**config.mk**
```make
export PLATFORM = sky130hd
export DESIGN_NAME = matrix_link_rx
export DESIGN_NICKNAME = d
export VERILOG_FILES = /design/src/rtl/matrix_pkg.sv /design/src/rtl/link_edge_sync.sv /design/src/rtl/matrix_link_rx.sv
export SDC_FILE = /design/constraint.sdc
export NUM_CORES = 1
export LEC_CHECK = 0
export BUFFER_PORTS_ARGS = -buffer_cell sky130_fd_sc_hd__buf_4
export CORE_MARGIN = 2
export CORE_UTILIZATION = 54
export CTS_CLUSTER_DIAMETER = 150
export DETAILED_ROUTE_END_ITERATION = 8
export GPL_TIMING_DRIVEN = 0
export PLACE_DENSITY = 0.75
export RECOVER_POWER = 100
export SYNTH_ARGS = -nofsm -noshare
export SYNTH_HDL_FRONTEND = slang
export SYNTH_HIERARCHICAL = 1
export SYNTH_SLANG_ARGS = --single-unit
```
**constraint.sdc**
```tcl
create_clock -name CLOCK -period 4.45 [get_ports CLOCK]
set_input_delay 0.6675 -clock CLOCK [delete_from_list [all_inputs] [get_ports CLOCK]]
set_output_delay 0.6675 -clock CLOCK [all_outputs]
set_load 0.02 [all_outputs]
```
**src/rtl/matrix_pkg.sv**
```systemverilog
// matrix_pkg
//   Shared constants and helpers for the 8x8 RGB LED-matrix link receiver.
//   MSG_W     : bits in one row message (R, G, B bytes)
//   ROWS      : rows per frame
//   *_LSB     : colour field positions inside a row message
//   row_msg_t : one row message
//   katot_to_row : one-hot row select -> {valid, row index}
package matrix_pkg;

    localparam int MSG_W   = 24;
    localparam int ROWS    = 8;
    localparam int RED_LSB = 16;
    localparam int GRN_LSB = 8;
    localparam int BLU_LSB = 0;

    typedef logic [MSG_W-1:0] row_msg_t;

    typedef struct packed {
        logic       valid;
        logic [2:0] row;
    } row_sel_t;

    // KATOT[ROWS-1-r] selects row r, so the MSB is row 0.
    function automatic row_sel_t katot_to_row(input logic [ROWS-1:0] katot);
        row_sel_t sel;
        sel.valid = ($countones(katot) == 1);
        sel.row   = '0;
        for (int i = 0; i < ROWS; i++) begin
            if (katot[ROWS-1-i]) sel.row = 3'(i);
        end
        return sel;
    endfunction

endpackage

```
**src/rtl/link_edge_sync.sv**
```systemverilog
// link_edge_sync
//   Synchronizes one asynchronous link pin into the system clock domain and
//   derives single-cycle rise/fall strobes from the synchronized level.
//   clk, rst : system clock, synchronous active-high reset
//   d        : raw asynchronous pin
//   q        : synchronized level
//   rise     : one-cycle strobe on a 0->1 transition of q
//   fall     : one-cycle strobe on a 1->0 transition of q
//   RST_VAL  : idle level of the pin; every flop loads it on reset so no
//              spurious strobe fires right after reset.
module link_edge_sync #(
    parameter int   STAGES  = 2,
    parameter logic RST_VAL = 1'b0
) (
    input  logic clk,
    input  logic rst,
    input  logic d,
    output logic q,
    output logic rise,
    output logic fall
);

    logic [STAGES-1:0] sync;
    logic              prev;

    always_ff @(posedge clk) begin
        if (rst) begin
            sync <= {STAGES{RST_VAL}};
            prev <= RST_VAL;
        end else begin
            sync <= {sync[STAGES-2:0], d};
            prev <= sync[STAGES-1];
        end
    end

    assign q    = sync[STAGES-1];
    assign rise = q & ~prev;
    assign fall = ~q & prev;

endmodule

```
**src/rtl/matrix_link_rx.sv**
```systemverilog
// matrix_link_rx
//   Receive end of the 8x8 RGB LED-matrix serial link. Rebuilds 24-bit row
//   messages from the shift-register pins and stores committed rows in an
//   8-row frame buffer.
//   CLOCK, RESET        : system clock, synchronous active-high reset
//   SH_CP, ST_CP, DS    : shift clock, storage clock, serial data (async)
//   SR_CLR_N            : shift-register clear, active low (async)
//   OE                  : output enable, active low; its fall commits a row
//   KATOT[7:0]          : one-hot row select, KATOT[7-r] -> row r (async)
//   row_we/idx/msg      : one-cycle commit pulse with row index and message
//   frame_done          : one-cycle pulse when row 7 commits
//   frame_cnt           : completed frames, wraps at 16 bits
//   rd_row / rd_msg     : frame-buffer read port, 1-cycle latency
//   len_err             : sticky, a row committed with a bit count != 24
//   katot_err           : sticky, output enabled while KATOT not one-hot
module matrix_link_rx
    import matrix_pkg::*;
#(
    parameter int SYNC_STAGES = 2,
    // Fixed by the package; not meant to be overridden.
    parameter int MSG_W       = matrix_pkg::MSG_W
) (
    input  logic             CLOCK,
    input  logic             RESET,
    input  logic             SH_CP,
    input  logic             ST_CP,
    input  logic             DS,
    input  logic             SR_CLR_N,
    input  logic             OE,
    input  logic [ROWS-1:0]  KATOT,
    output logic             row_we,
    output logic [2:0]       row_idx,
    output logic [MSG_W-1:0] row_msg,
    output logic             frame_done,
    output logic [15:0]      frame_cnt,
    input  logic [2:0]       rd_row,
    output logic [MSG_W-1:0] rd_msg,
    output logic             len_err,
    output logic             katot_err
);

    // ------------------------------------------------------------------
    // Scalar pin synchronizers, one instance per pin.
    // ------------------------------------------------------------------
    localparam int NPIN  = 5;
    localparam int P_SH  = 0;
    localparam int P_ST  = 1;
    localparam int P_DS  = 2;
    localparam int P_CLR = 3;
    localparam int P_OE  = 4;

    // Idle levels: clear and OE are active low, so they idle high.
    localparam logic [NPIN-1:0] IDLE = 5'b11000;

    logic [NPIN-1:0] pins;
    logic [NPIN-1:0] lvl;
    logic [NPIN-1:0] rise;
    logic [NPIN-1:0] fall;

    assign pins = {OE, SR_CLR_N, DS, ST_CP, SH_CP};

    for (genvar g = 0; g < NPIN; g++) begin : g_pin
        link_edge_sync #(
            .STAGES  (SYNC_STAGES),
            .RST_VAL (IDLE[g])
        ) u_sync (
            .clk  (CLOCK),
            .rst  (RESET),
            .d    (pins[g]),
            .q    (lvl[g]),
            .rise (rise[g]),
            .fall (fall[g])
        );
    end

    // Not every pin needs every strobe; keep the leftovers visibly unused.
    logic unused_strobes;
    assign unused_strobes = &{1'b0, lvl[P_SH], lvl[P_ST], lvl[P_OE],
                              rise[P_DS], rise[P_CLR], rise[P_OE],
                              fall[P_SH], fall[P_ST], fall[P_DS], fall[P_CLR]};

    logic sh_rise, st_rise, oe_fall, ds_lvl, clr_lvl;
    assign sh_rise = rise[P_SH];
    assign st_rise = rise[P_ST];
    assign oe_fall = fall[P_OE];
    assign ds_lvl  = lvl[P_DS];
    assign clr_lvl = lvl[P_CLR];

    // ------------------------------------------------------------------
    // KATOT: level-only synchronizer of the same depth, so the synced row
    // select lines up with the OE fall strobe.
    // ------------------------------------------------------------------
    logic [SYNC_STAGES-1:0][ROWS-1:0] katot_sync;

    always_ff @(posedge CLOCK) begin
        if (RESET) katot_sync <= '0;
        else       katot_sync <= {katot_sync[SYNC_STAGES-2:0], KATOT};
    end

    row_sel_t sel;
    assign sel = katot_to_row(katot_sync[SYNC_STAGES-1]);

    // ------------------------------------------------------------------
    // Shift register, latch, commit and frame buffer.
    // ------------------------------------------------------------------
    logic [MSG_W-1:0] sr;
    logic [MSG_W-1:0] lat;
    logic [4:0]       bit_cnt;
    row_msg_t         fb [ROWS];

    always_ff @(posedge CLOCK) begin
        if (RESET) begin
            sr         <= '0;
            lat        <= '0;
            bit_cnt    <= '0;
            row_we     <= 1'b0;
            row_idx    <= '0;
            row_msg    <= '0;
            frame_done <= 1'b0;
            frame_cnt  <= '0;
            rd_msg     <= '0;
            len_err    <= 1'b0;
            katot_err  <= 1'b0;
            fb         <= '{default: '0};
        end else begin
            row_we     <= 1'b0;
            frame_done <= 1'b0;

            // Non-blocking read of sr gives the pre-shift value when both
            // clocks rise together, as a real 74HC595 does.
            if (st_rise) lat <= sr;

            if (!clr_lvl) begin
                sr      <= '0;
                bit_cnt <= '0;
            end else begin
                if (sh_rise) begin
                    // First bit lands in bit 0; extras past MSG_W are dropped.
                    if (bit_cnt < 5'(MSG_W)) sr[bit_cnt] <= ds_lvl;
                    if (bit_cnt != 5'd31)    bit_cnt <= bit_cnt + 5'd1;
                end
                // Any commit attempt restarts the count (overrides the
                // increment above).
                if (oe_fall) bit_cnt <= '0;
            end

            if (oe_fall) begin
                if (sel.valid) begin
                    row_we       <= 1'b1;
                    row_idx      <= sel.row;
                    row_msg      <= lat;
                    fb[sel.row]  <= lat;
                    if (bit_cnt != 5'(MSG_W)) len_err <= 1'b1;
                    if (sel.row == 3'(ROWS-1)) begin
                        frame_done <= 1'b1;
                        frame_cnt  <= frame_cnt + 16'd1;
                    end
                end else begin
                    katot_err <= 1'b1;
                end
            end

            // Reads see the buffer before this cycle's write.
            rd_msg <= fb[rd_row];
        end
    end

endmodule

```
==> qor.csv, run 1 <==
stage;metric;value;unit
status;status;completed;
worst_setup_path;start_kind;flip-flop;
timing;rsz0062_at_grt;yes;
synth;synth.avg_cell_area;10.01;um2
detailed_routing;wl;34.74;mm
cts;ctsHoldBuffers;0;
floorplanning;start_util;0.5512;
cts;cts_tree;yes;
synth;synth_area;0.01388;mm2
cts;clk_latency;0.52;ns
global_routing;grt_pass1_vias;10440;
cts;cts_sinks;345;
detailed_routing;dr.first_iter.drc_count;892;
worst_setup_path;reg2regPathDepth;15;
worst_hold_path;hold_path_end;g_pin[4].u_sync/sync[0];
global_routing;grt_max_degree;15;
worst_setup_path;regToRegEndpoint;fb[88];
global_routing;grt_use_met1;0.3366;
timing;finalCritPeriodShare;0.9816;
timing;finalHoldViolCount;0;
worst_hold_path;hold_class;primary input to flip-flop;
layout;drive_above_1_share;0.1159;
timing;finalHoldWorstSlack;0.3285;ns
worst_setup_path;regToRegStartpoint;katot_sync[8];
global_routing;antenna_found_initial;0;
timing;drv_slew;0;
detailed_routing;ant_nets;0;
worst_setup_path;crit_fanout;10;
worst_hold_path;hp-start;OE;
timing;fin_setup_tns;0;ns
floorplanning;row_count;58;
floorplanning;die_y;164.3;um
worst_setup_path;worst_setup_path_end_kind;flip-flop;
timing;report.final.setup_viol;0;
layout;syn2layout_area_growth;15.55;%
worst_setup_path;path_class;flip-flop to flip-flop;
global_routing;globalRouteOverflowTotal;0;
timing;fin_skew;0.01586;ns
cts;h-tree-depth;2;
worst_setup_path;cp.required;4.83;ns
detailed_routing;dr_total_vias;10640;
cts;path_clk_slew;0.06;ns
placement;dp_slack;-0.3453;ns
global_routing;grt_pass1_wl;54.78;mm
detailed_routing;wl_per_cell;18.54;um
detailed_routing;viasPerCell;5.679;
worst_setup_path;critPathArrivalTime;4.75;ns
synth;synth_warnings;6;
detailed_routing;drc_errors;0;
worst_hold_path;whs_path_depth;2;
worst_setup_path;r2r_slack;0.08;ns
pwr;finalPower;6386;uW
synth;syn-num-nets;1418;
placement;dp_hpwl;23.99;mm
pwr;power_density;398.2;mW/mm2
floorplanning;pin_count;89;
cts;cts_buffers;37;
timing;period_needed;4.368;ns
global_routing;busiest_layer;met2;
layout;num_antenna_cells;0;
job;cap_violations;0;
detailed_routing;drt-pass1-iter-count;6;
synth;syn_inst;1386;
floorplanning;die-area;0.02700;mm2
cts;clockBufferDepth;3;
timing;max_freq;0.2289;GHz
global_routing;grt_use_total;0.2597;
placement;gp_congestion;0.8496;
timing;worst_pin_slew;0.9034;ns
global_routing;use_met3;0.04091;
layout;nets;1549;
floorplanning;fp.dieW;164.3;um
cts;cts_root_buffer;clkbuf_16;
timing;slew_headroom;0.3966;
global_routing;grt_use_met2;0.4405;
timing;fin_ws;0.08197;ns
pwr;peakVddDrop;264.8;uV
placement;io_buffers;85;
pwr;p_leak;0.006514;uW
floorplanning;core_area;0.02518;mm2
[report_power, final]
group / internal, uW / total [uW] / switching [uW]
logic: 89.7 / 280 / 191
clock network: 1770 / 2990 / 1220
registers: 3100 / 3110 / 7.70
[metrics by stage]
step                      utilization  cells  cell area [um2]
after floorplan                     -   1386            13880
after global placement         0.5929   1801            14930
after detailed placement       0.5929   1801            14930
after CTS                      0.6452   1871            16250
after global routing           0.6369   1874            16040
final                          0.6369   1874            16040
[cell type report]
cell class / count / area (um2)
clock inverters: 11 / 95.09
plain buffers: 96 / 469.2
clock buffers: 55 / 1096
repair buffers: 92 / 432.9
well taps: 330 / 412.9
multi-input cells: 924 / 6546
flip-flops and latches: 345 / 6907
inverters: 21 / 78.83
fillers: 2069 / 9144
[routing by layer]
layer  up-vias  wire length [um]
met1      5192             15090
met4         0               990
met2       353             16580
met5         -                 0
met3        85              2076
li1       5012                 -
[worst max-delay path, stage by stage (launching register included)]
cell and delay, ns:
dfxtp_1 0.32, buf_6 0.14, inv_2 0.07, fa_1 0.56, fa_1 0.43, fa_1 0.43, inv_1 0.08, ha_2 0.21
inv_1 0.06, fa_2 0.57, o2111a_2 0.28, buf_4 0.14, o2111ai_1 0.37, clkbuf_2 0.37, nand2_1 0.13, a21oi_1 0.07
[flip-flops by register name, summed over array words and instances, names as in the netlist, 5 cells and up]
register,cells
fb,192
lat,24
rd_msg,24
row_msg,24
sr,24
frame_cnt,16
katot_sync,16
g_pin.u_sync/sync,10
bit_cnt,5
[placed cells by master, fill, tap and decap left out, types with 30 or more instances in the layout]
cell type    n
a21oi_1     85
clkbuf_1   141
clkbuf_16   39
dfxtp_1    345
mux2i_1    216
mux4_2      48
nand2_1    323
nand3_1     30
nor2_1      88
nor2b_1     31
[how the worst max path moves through the flow]
stage | start | cells past startpoint | end
after floorplan | katot_sync[8] | 15 | fb[27]
after global placement | katot_sync[8] | 15 | fb[176]
after detailed placement | katot_sync[8] | 15 | fb[190]
after CTS | katot_sync[8] | 15 | fb[31]
after global routing | katot_sync[8] | 15 | fb[78]
final | katot_sync[8] | 15 | fb[88]
[what timing repair did]
action | 4_1_cts | 5_1_grt
hold endpoints to repair | 0 | 0
resized for setup | 21 | 20
pin swaps | 3 | 0
setup endpoints to repair | 189 | 177
buffers inserted | 4 | 3
No activity file was read; power rests on OpenSTA's default activity.
==> run 2: changes to the inputs <==
--- a/config.mk
+++ b/config.mk
@@ -5,13 +5,14 @@
 export SDC_FILE = /design/constraint.sdc
 export NUM_CORES = 1
 export LEC_CHECK = 0
+export ABC_AREA = 1
 export BUFFER_PORTS_ARGS = -buffer_cell sky130_fd_sc_hd__buf_4
 export CORE_MARGIN = 2
-export CORE_UTILIZATION = 54
+export CORE_UTILIZATION = 55
 export CTS_CLUSTER_DIAMETER = 150
 export DETAILED_ROUTE_END_ITERATION = 8
 export GPL_TIMING_DRIVEN = 0
-export PLACE_DENSITY = 0.75
+export PLACE_DENSITY = 0.76
 export RECOVER_POWER = 100
 export SYNTH_ARGS = -nofsm -noshare
 export SYNTH_HDL_FRONTEND = slang
==> run 2 against run 1 <==
Sequential power is 3% higher. Register-to-register slack better by 0.12 ns. Via count grew 31%. Power up 7.2%. Count of clock-buffer cells in the layout is 3 higher. Wire length rose by 19%. First-iteration DRC count increased by 36%. Area after synthesis grew 6.8%. Flip-flop and latch count stayed put. Non-clock buffer count up 36. Sequential share of layout area down 2.0 points. Critical endpoint is now fb[58].
==> qor.csv, run 2 <==
stage;metric;value;unit;change
timing;finalHoldWorstSlack;0.3199;ns;-0.008673 ns
detailed_routing;wl_per_cell;15.97;um;-14%
global_routing;grt_max_degree;14;;-1
synth;syn-num-nets;2123;;+50%
cts;clockBufferDepth;3;;unchanged
detailed_routing;drc_errors;0;;unchanged
layout;most-common-layout-cells;nor2_1, nand2_1, dfxtp_1, inv_1, o21ai_0;;
worst_hold_path;hold_class;primary input to flip-flop;;
worst_setup_path;start_kind;flip-flop;;
layout;syn2layout_area_growth;13.61;%;
synth;syn_inst;2091;;+51%
worst_setup_path;path_delay_family;adder cells;;
synth;synth_area;0.01482;mm2;+6.8%
global_routing;grt_pass1_wl;66.39;mm;+21%
global_routing;globalRouteOverflowTotal;0;;unchanged
cts;cts_sinks;345;;unchanged
timing;drv_slew;0;;unchanged
timing;fin_skew;0.02293;ns;+0.007067 ns
timing;rsz0062_at_grt;no;;
timing;fin_setup_tns;0;ns;unchanged
timing;finalCritPeriodShare;0.9542;;-0.02738
placement;placed_area;0.01589;mm2;+6.4%
worst_setup_path;crit_slowest_cell;fa_1;;
cts;cts_tree;yes;;
floorplanning;die-area;0.02827;mm2;+4.7%
detailed_routing;drt-pass1-iter-count;7;;+1
worst_setup_path;path_class;flip-flop to flip-flop;;
cts;cts_buffers;37;;unchanged
layout;final_common_cell;nor2_1;;
worst_setup_path;crit_fanout;10;;unchanged
floorplanning;row_count;60;;+3.4%
floorplanning;pin_count;89;;unchanged
worst_setup_path;worst_setup_path_end_kind;flip-flop;;
cts;cts_root_buffer;clkbuf_16;;
timing;period_needed;4.246;ns;-0.1219 ns
global_routing;grt_use_total;0.2892;;+0.02954
timing;max_freq;0.2355;GHz;+2.9%
synth;synth.avg_cell_area;7.087;um2;-29%
worst_setup_path;critPathArrivalTime;4.65;ns;-0.10 ns
floorplanning;die_y;168.1;um;+2.3%
floorplanning;fp.dieW;168.1;um;+2.3%
layout;nets;2248;;+45%
pwr;power_density;406.5;mW/mm2;+2.1%
job;cap_violations;0;;unchanged
placement;io_buffers;86;;+1.2%
detailed_routing;dr_total_vias;13950;;+31%
worst_setup_path;critPathMaxStageDelay;0.56;ns;about the same
pwr;peakVddDrop;294.9;uV;+11%
floorplanning;start_util;0.5545;;+0.003317
cts;path_clk_slew;0.06;ns;about the same
synth;synth_warnings;6;;unchanged
floorplanning;core_area;0.02673;mm2;+6.1%
layout;postLayoutCoreUtil;0.6300;;-0.006925
placement;dp_hpwl;30.78;mm;+28%
worst_setup_path;crit_chain;inv_4 -> fa_1 -> fa_1 -> fa_1 -> inv_1 -> ha_1 -> inv_1 -> fa_1 -> nand2_1 -> nor2_2 -> nand3_4 -> inv_2 -> buf_6 -> clkbuf_1 -> nand4_1 -> nand2_1 -> nor2_1;;
layout;seqCellArea;0.006908;mm2;about the same
detailed_routing;wl;41.24;mm;+19%
detailed_routing;ant_nets;0;;unchanged
cts;ctsHoldBuffers;0;;unchanged
pwr;p_leak;0.007333;uW;+13%
layout;num_antenna_cells;0;;unchanged
cts;clk_latency;0.53;ns;about the same
layout;nFillCells;2452;;+19%
layout;largest_reg_flops;192;;unchanged
global_routing;grt_pass1_vias;13580;;+30%
global_routing;antenna_found_initial;0;;unchanged
detailed_routing;viasPerCell;5.401;;-4.9%
layout;multiInputGateArea;0.006415;mm2;-2.0%
layout;stdcell_area;0.01684;mm2;+5.0%
placement;gp_congestion;0.9484;;+12%
worst_setup_path;cp_num_buf_inv;6;;unchanged
timing;slew_headroom;0.4845;;+0.08792
timing;report.final.setup_viol;0;;unchanged
layout;drive_above_1_share;0.06735;;-0.04858
worst_setup_path;cp.required;4.86;ns;+0.03 ns
timing;worst_pin_slew;0.7732;ns;-0.1302 ns
worst_setup_path;critPathMostFrequentCell;fa_1;;
layout;largest_register;fb;;
status;status;completed;;
timing;finalHoldViolCount;0;;unchanged
detailed_routing;dr.first_iter.drc_count;1211;;+36%
cts;h-tree-depth;2;;unchanged
## run 2: report_power, final
part           switching, uW  leakage (uW)  internal, uW
sequential              57.1       0.00279          3160
combinational            396       0.00394           147
clock                   1230      0.000600          1850
total                   1690       0.00733          5160
## run 2: path summary, 6_finish.rpt
kind                                     from                 endpoint  slack (ns)  cells after the start
worst max-delay path            katot_sync[8]                   fb[58]        0.20                     17
worst min-delay path                 SR_CLR_N  g_pin[3].u_sync/sync[0]        0.32                      3
worst max register to register  katot_sync[8]                   fb[58]        0.20                     17
worst min register to register  katot_sync[2]           katot_sync[10]        0.40                      2
## run 2: timing repair
item / in CTS / in global routing
resized for setup: 0 / 10
setup endpoints to repair: 0 / 73
buffers inserted: 0 / 0
## run 2: tightest hold or removal path: stages
cell	delay (ns)
buf_4	0.07
inv_1	0.03
nand2_1	0.04
## run 2: area by class of cell
| class | count | share of cell area |
|---|---|---|
| sequential | 345 | 0.4103 |
| multi-input combinational | 1377 | 0.3810 |
| clock buffer | 58 | 0.06696 |
| inverter | 231 | 0.05165 |
| buffer | 138 | 0.03716 |
| tap | 341 | 0.02534 |
| timing repair buffer | 86 | 0.02229 |
| clock inverter | 7 | 0.005276 |
## run 2: per-stage QoR
stage / total power, uW / setup slack [ns] / std cells
floorplan: 3627 / 0.6980 / 2091
global placement: 3820 / 0.1721 / 2518
detailed placement: 3832 / 0.1504 / 2518
CTS: 6875 / 0.08160 / 2583
global route: 7046 / 0.01547 / 2583
finish: 6845 / 0.2038 / 2583
## run 2: layer usage
metal | routed length (um) | GRT usage
met3 | 3093 | 0.04937
met2 | 19430 | 0.4993
met1 | 17330 | 0.3620
met5 | 0 | 0
met4 | 1389 | 0.1128
